<file path="src/rtl/srt_otf_quotient.sv">
// ---------------------------------------------------------------------------
// srt_otf_quotient
// On-the-fly quotient converter for the radix-4 SRT divider. Accepts one
// signed-magnitude quotient digit per iteration and keeps two registers, Q and
// QM = Q - 1 ulp, so that every digit (positive, zero or negative) becomes a
// 2-bit append without any carry-propagate adder. After the last digit, the
// sign of the final partial remainder selects Q or QM as the finished quotient.
// ---------------------------------------------------------------------------
module srt_otf_quotient #(
  parameter int NDIGITS = 12
) (
  input  logic                   clk,
  input  logic                   rst_n,
  input  logic                   start,
  input  logic                   digit_valid,
  input  logic [2:0]             digit,
  input  logic                   rem_valid,
  input  logic                   rem_neg,
  output logic                   busy,
  output logic                   q_valid,
  output logic [2*NDIGITS-1:0]   quotient,
  output logic                   digit_err
);

  localparam int W  = 2 * NDIGITS;
  localparam int CW = $clog2(NDIGITS + 1);

  typedef enum logic [1:0] {
    S_IDLE  = 2'd0,
    S_ACCUM = 2'd1,
    S_CORR  = 2'd2
  } state_t;

  state_t          r_state;
  logic [W-1:0]    r_q;
  logic [W-1:0]    r_qm;
  logic [CW-1:0]   r_cnt;
  logic            r_busy;
  logic            r_q_valid;
  logic [W-1:0]    r_quotient;
  logic            r_digit_err;

  logic [1:0]      w_mag;
  logic            w_bad;
  logic            w_zero;
  logic            w_neg;
  logic [W-1:0]    w_q_next;
  logic [W-1:0]    w_qm_next;

  // Digit decode and next Q/QM: each case is a pure 2-bit append to Q or QM.
  always_comb begin
    // NOTE: every signal gets a default first so no path leaves it unassigned
    // (which would infer a latch).
    w_mag     = digit[1:0];
    w_bad     = &w_mag;                       // magnitude 3 is illegal, use 0
    w_zero    = (w_mag == 2'd0) || w_bad;     // also covers negative zero
    w_neg     = digit[2] && !w_zero;
    w_q_next  = W'({r_q,  2'b00});
    w_qm_next = W'({r_qm, 2'b11});
    if (w_neg) begin
      // -m: Q takes QM with low digit 4-m, QM takes QM with low digit 3-m.
      w_q_next  = W'({r_qm, 2'(~w_mag + 2'd1)});
      w_qm_next = W'({r_qm, ~w_mag});
    end else if (!w_zero) begin
      w_q_next  = W'({r_q, w_mag});
      w_qm_next = W'({r_q, 2'(w_mag - 2'd1)});
    end
  end

  // Control FSM plus Q/QM accumulation and registered outputs.
  always_ff @(posedge clk or negedge rst_n) begin
    if (!rst_n) begin
      r_state     <= S_IDLE;
      r_q         <= '0;
      r_qm        <= '1;
      r_cnt       <= '0;
      r_busy      <= 1'b0;
      r_q_valid   <= 1'b0;
      r_quotient  <= '0;
      r_digit_err <= 1'b0;
    end else begin
      // NOTE: non-blocking assignments so every register samples pre-edge
      // values regardless of statement order.
      r_q_valid   <= 1'b0;
      r_digit_err <= 1'b0;
      case (r_state)
        S_IDLE: begin
          if (start) begin
            r_q     <= '0;
            r_qm    <= '1;
            r_cnt   <= '0;
            r_busy  <= 1'b1;
            r_state <= S_ACCUM;
          end
        end
        S_ACCUM: begin
          if (digit_valid) begin
            r_q         <= w_q_next;
            r_qm        <= w_qm_next;
            r_digit_err <= w_bad;
            r_cnt       <= r_cnt + 1'b1;
            if (r_cnt == CW'(NDIGITS - 1)) begin
              r_state <= S_CORR;
            end
          end
        end
        S_CORR: begin
          if (rem_valid) begin
            r_quotient <= rem_neg ? r_qm : r_q;
            r_q_valid  <= 1'b1;
            r_busy     <= 1'b0;
            r_state    <= S_IDLE;
          end
        end
        default: begin
          r_busy  <= 1'b0;
          r_state <= S_IDLE;
        end
      endcase
    end
  end

  assign busy      = r_busy;
  assign q_valid   = r_q_valid;
  assign quotient  = r_quotient;
  assign digit_err = r_digit_err;

endmodule

</file>
<file path="config.mk">
export PLATFORM = sky130hd
export DESIGN_NAME = srt_otf_quotient
export DESIGN_NICKNAME = d
export VERILOG_FILES = /design/src/rtl/srt_otf_quotient.sv
export SDC_FILE = /design/constraint.sdc
export NUM_CORES = 1
export LEC_CHECK = 0
export ABC_AREA = 1
export CAP_MARGIN = 20
export CORE_MARGIN = 8
export CORE_UTILIZATION = 55
export DETAILED_ROUTE_END_ITERATION = 10
export GPL_ROUTABILITY_DRIVEN = 1
export PLACE_DENSITY_LB_ADDON = 0.15
export SYNTH_ARGS = -nofsm -noshare
export SYNTH_HDL_FRONTEND = slang
export SYNTH_SLANG_ARGS = --single-unit
</file>
<file path="constraint.sdc">
create_clock -name clk -period 2.2 [get_ports clk]
set_input_delay 0.22 -clock clk [delete_from_list [all_inputs] [get_ports clk]]
set_output_delay 0.22 -clock clk [all_outputs]
set_load 0.02 [all_outputs]
</file>
## Word level (Yosys, flattened, before mapping)

Index checks and enable logic that the tools add are counted.
Widths: inputs -> output; s select.

| operators by class | value |
|---|---|
| bitwise operators | 2 |
| magnitude comparators | 0 |
| add/sub/neg operators | 3 |
| multipliers | 0 |
| div/mod/pow operators | 0 |
| shifts and indexed selects | 0 |
| reductions and logical operators | 11 |
| equality and inequality tests | 7 |
| muxes and demuxes | 26 |

Operators by type and width:

| kind | count |
|---|---|
| $mux 24 | 8 |
| $pmux 24 s2 | 2 |
| $mux 2 | 5 |
| $mux 4 | 2 |
| $ne 2x2->1 const B | 4 |
| $pmux 4 s2 | 1 |
| $mux 1 | 6 |
| $pmux 2 s3 | 1 |
| $reduce_and 3->1 | 2 |
| $add 4x1->4 const B | 1 |
| $eq 4x4->1 const B | 1 |
| $logic_not 2->1 | 2 |
| $reduce_and 2->1 | 2 |
| $reduce_and 4->1 | 1 |
| $pmux 1 s3 | 1 |
| $add 2x1->2 const B | 1 |
| $eq 2x1->1 const B | 1 |
| $eq 2x2->1 const B | 1 |
| $not 2->2 | 1 |
| $reduce_bool 2->1 | 1 |
| $sub 2x1->2 const B | 1 |
| $logic_and 1x1->1 | 1 |
| $logic_not 1->1 | 1 |
| $logic_or 1x1->1 | 1 |
| $not 1->1 | 1 |

| word-level totals | value |
|---|---|
| bits in registers | 81 |
| logic and storage cells | 57 |
| bits in read-only memories | 0 |
| memory bits (writable) | 0 |
| memories kept | 0 |
| bits in latches | 0 |

## Depth between registers and ports, before layout

| depth | value |
|---|---|
| word-level depth | 7 |
| gate-level depth with buffers | 9 |
| mapped depth without buffers | 8 |

## Worst setup path after synthesis

OpenSTA, ideal clock, no wires.

| timing | value |
|---|---|
| path kind | input to register |
| start point | input digit[0] |
| end point | register r_q[10] |
| arrival | 1.258 ns |
| buffers on the path | 1 |
| library setup time | 0.126 ns |
| slack | 0.816 ns |
| required time | 2.074 ns |
| stages | 9 |
| cell sequence | inv_1 -> ha_1 -> inv_1 -> nand2_1 -> inv_1 -> clkbuf_1 -> nand2_1 -> nand3_1 -> o21ai_0 |

| on the way | value |
|---|---|
| word-level cells in the longest chain between the ends | 7 |

RTL lines:

| item | RTL line | RTL |
|---|---|---|
| start: declaration | 16 | `input logic [2:0] digit,` |
| $logic_not 2->1 / $reduce_and 2->1 (equally long branches) | 56, 55 |  |
| $logic_or 1x1->1 * | 56 | `w_zero = (w_mag == 2'd0) \|\| w_bad;` |
| $logic_not 1->1 * | - |  |
| $logic_and 1x1->1 * | 57 | `w_neg = digit[2] && !w_zero;` |
| $mux 24 * | 60 | `if (w_neg) begin` |
| $mux 24 * | 97 | `if (digit_valid) begin` |
| $pmux 24 s2 * | 86 | `case (r_state)` |
| end signal: assignment | 98 | `r_q <= w_q_next;` |
| end: declaration | 35 | `logic [W-1:0] r_q;` |

Every way passes the cells marked *; elsewhere a longest branch is shown, timed or not. The select of a mux whose other input is x is not followed.
A chain may end at the register's enable or synchronous reset.

## Worst setup path in the final report

| timing | value |
|---|---|
| start point | input digit[0] |
| end point | register r_qm[6] |

| on the way | value |
|---|---|
| word-level cells in the longest chain between the ends | 7 |

RTL lines:

| item | RTL line | RTL |
|---|---|---|
| $logic_not 2->1 / $reduce_and 2->1 (equally long branches) | 56, 55 |  |
| $logic_or 1x1->1 * | 56 |  |
| $logic_not 1->1 | - |  |
| $logic_and 1x1->1 | 57 |  |
| $mux 24 * | 60 |  |
| $mux 24 * | 97 |  |
| $pmux 24 s2 * | 86 |  |
| end signal: assignment | 99 | `r_qm <= w_qm_next;` |
| end: declaration | 36 | `logic [W-1:0] r_qm;` |

Marks and branches as above.

==> results.tsv <==
metric	value	unit
arrival time worst endpoint	2080	ps
Seq/Total Area, Yosys	0.494	
mux cell area share after synthesis	0	
share of flip-flops with an asynchronous set or reset	1.00	
DIE HEIGHT	103	um
startpoint types	primary input	
final setup violation count	0	
Synth Area in XOR/XNOR	0.00210	
most frequent cell after synthesis	nand2_1	
post-route ant nets	0	
synth warn	0	
htree depth	3	
top-area cell type share of the netlist area	0.343	
Die W	103	um
gr usage total	0.188	
P_leak	0.00252	uW
Hold Path Class	in2async	
status	finished clean	
vias per inst	5.11	
CP Class	in2reg	
Ports	36	
DP Wirelength	5720	um
Num CTS Buffers	9	
Post-Synth Simple-Gate Area	0.263	
WL per Instance	13.0	um
Core Util, Final	0.659	
crit share post-route	0.808	
synth cell count leaders	172 x nand2_1, 104 x inv_1, 73 x nand3_1	
CTS tree	built	
RSZ-0062 raised after global routing	no	
maximum fanout along the worst path	22	
nature of the critical path endpoint	flip-flop	
Synth Flop Type	dfrtp_1	
Final Slew Violations	0	
die area	10600	um2
global-route congestion overflow total	0	
Area contributors post-synth	dfrtp_1 34%, nand2_1 16%, dfstp_2 15%	
syn nets	573	
area leader, netlist	dfrtp_1	
fill cell count	683	
FP Rows	31	
post-synthesis compound-gate area fraction	0.0977	
number of flops mapped to enable cells by yosys	0	
design area	4810	um2
drt initial violations	230	
Routed WL	8980	um
n_diodes	0	
total negative slack	0	ps
Final Skew	9.61	ps
fin nets	602	
synth unique cells	22	
initial antenna violation count	0	
Max Clk Rate	563	MHz
Cells after Synth	559	
Setup Buffers After CTS	0	
Worst-Skew Late Latency	350	ps
area of the core	7290	um2
post-synthesis adder-cell area fraction	0.0150	
vias after detailed routing	3539	
#FFs+latches synth	81	
VDD IR max	0.000573	V
Period minus WS final	1780	ps
port bufs	35	
Post-CTS Resized	0	
first-pass GRT wire length	15700	um
area post-placement	4610	um2
P&R area growth vs syn	15.4	%
DR DRC count	0	
clock slew at reported path FFs	80	ps
Syn Area/Cell	7.45	um2
Root Buffer	clkbuf_8	
largest family of logic cells by synthesized area	simple AND/OR/NAND/NOR gates	
share of layout cells above drive strength 1	0.0961	
Slew Limit Headroom	0.491	
vias in the first global route	3558	
Synth Cell Area	4160	um2
Worst-Margin Slew	762	ps
Initial Util	0.571	
pin count of the biggest net entering global routing	50	
TritonRoute pass-1 iters	4	
Max-Cap Viols	0	
# clock sinks	81	
routability cong.	0.798	
Hold Fails Final Rpt	0	
PwrDens	1170	nW/um2
CTS Buffer Depth	2	
Critical Path RT	2500	ps
## state kept, by name, indices dropped and copies added, names as in the netlist
register	cells
quotient	24
r_q	24
r_qm	24
r_cnt	4
r_state	2
busy	1
digit_err	1
q_valid	1
## path summary, 6_finish.rpt
check / start / end / slack [ps] / depth (start not counted)
max in group asynchronous: rst_n / r_qm[13] / 1140 / 3
min: rst_n / r_cnt[3] / 400 / 2
max reg2reg: r_state[0] / r_q[15] / 640 / 4
max: digit[0] / r_qm[6] / 420 / 9
min in group clk: busy / busy / 480 / 2
min reg2reg: busy / busy / 480 / 2
## layer usage
| layer | share of wire | wire length (um) | global-route usage |
|---|---|---|---|
| met5 | 0 | 0 | 0 |
| met1 | 0.44 | 3990 | 0.236 |
| met4 | 0.014 | 123 | 0.0801 |
| met3 | 0.059 | 532 | 0.0223 |
| met2 | 0.48 | 4330 | 0.320 |
## layout make-up
class | instances | area [um2] | share of cell area
repair buffers | 47 | 465 | 0.0968
clock inverters | 5 | 56.3 | 0.0117
clock buffers | 11 | 131 | 0.0273
multi-input cells | 344 | 1580 | 0.328
well taps | 99 | 124 | 0.0258
inverters | 105 | 394 | 0.0820
flip-flops and latches | 81 | 2060 | 0.428
## worst max-delay path, cell delays in order
cell	delay, ps
clkdlybuf4s50_1	540
inv_1	60
ha_1	290
nor2_1	70
inv_1	560
nand2_1	120
nand3_1	110
nand2_1	50
inv_1	50
## per-stage QoR
| step | power [uW] | setup WS [ps] | hold slack, ps | std cells |
|---|---|---|---|---|
| after detailed placement | 4590 | 97.8 | 255 | 675 |
| after floorplan | 3910 | 816 | -75.6 | 559 |
| final | 5620 | 423 | 396 | 692 |
| after global placement | 4530 | 132 | 250 | 675 |
| after CTS | 5660 | 427 | 423 | 692 |
| after global routing | 6080 | 241 | 476 | 692 |
## timing repair
item                                   in CTS  in global routing
hold buffers                                1                  0
setup endpoints to repair                   0                  0
endpoints found under the hold margin      32                  0
## logic make-up (layout without fill, tap and decap cells)
| kind of cell | count (synthesis) | after routing |
|---|---|---|
| adders and majority gates | 5 | 5 |
| and+or+nand+nor | 258 | 258 |
| buffers and inverters | 134 | 168 |
| xor gates and xnor gates | 1 | 1 |
| AOI/OAI and AO/OA | 80 | 80 |
| DFF | 81 | 81 |
## layout by cell type, fill, tap and decap left out
cell type / n
nand2_1: 172
inv_1: 104
nand3_1: 73
o21ai_0: 70
dfrtp_1: 57
clkdlybuf4s50_1: 34
dfstp_2: 24
buf_4: 10
clkbuf_8: 9
o21ai_1: 7
ha_1: 5
nor2_1: 4
nor2_2: 2
nand2_2: 2
nand3b_1: 2
o21a_1: 2
clkinv_2: 2
clkbuf_1: 2
buf_12: 2
inv_2: 1
nor3_4: 1
nand2_4: 1
nand4_1: 1
xor2_1: 1
a31oi_1: 1
clkinv_4: 1
clkinvlp_4: 1
bufinv_16: 1
dlygate4sd3_1: 1
## power by group
part / leakage (uW) / switching [uW] / internal [uW] / total (uW)
clock network: 0.0000933 / 525 / 523 / 1050
registers: 0.000933 / 364 / 2190 / 2560
logic: 0.00150 / 1220 / 786 / 2010
Power figures use the tool's default switching activity.
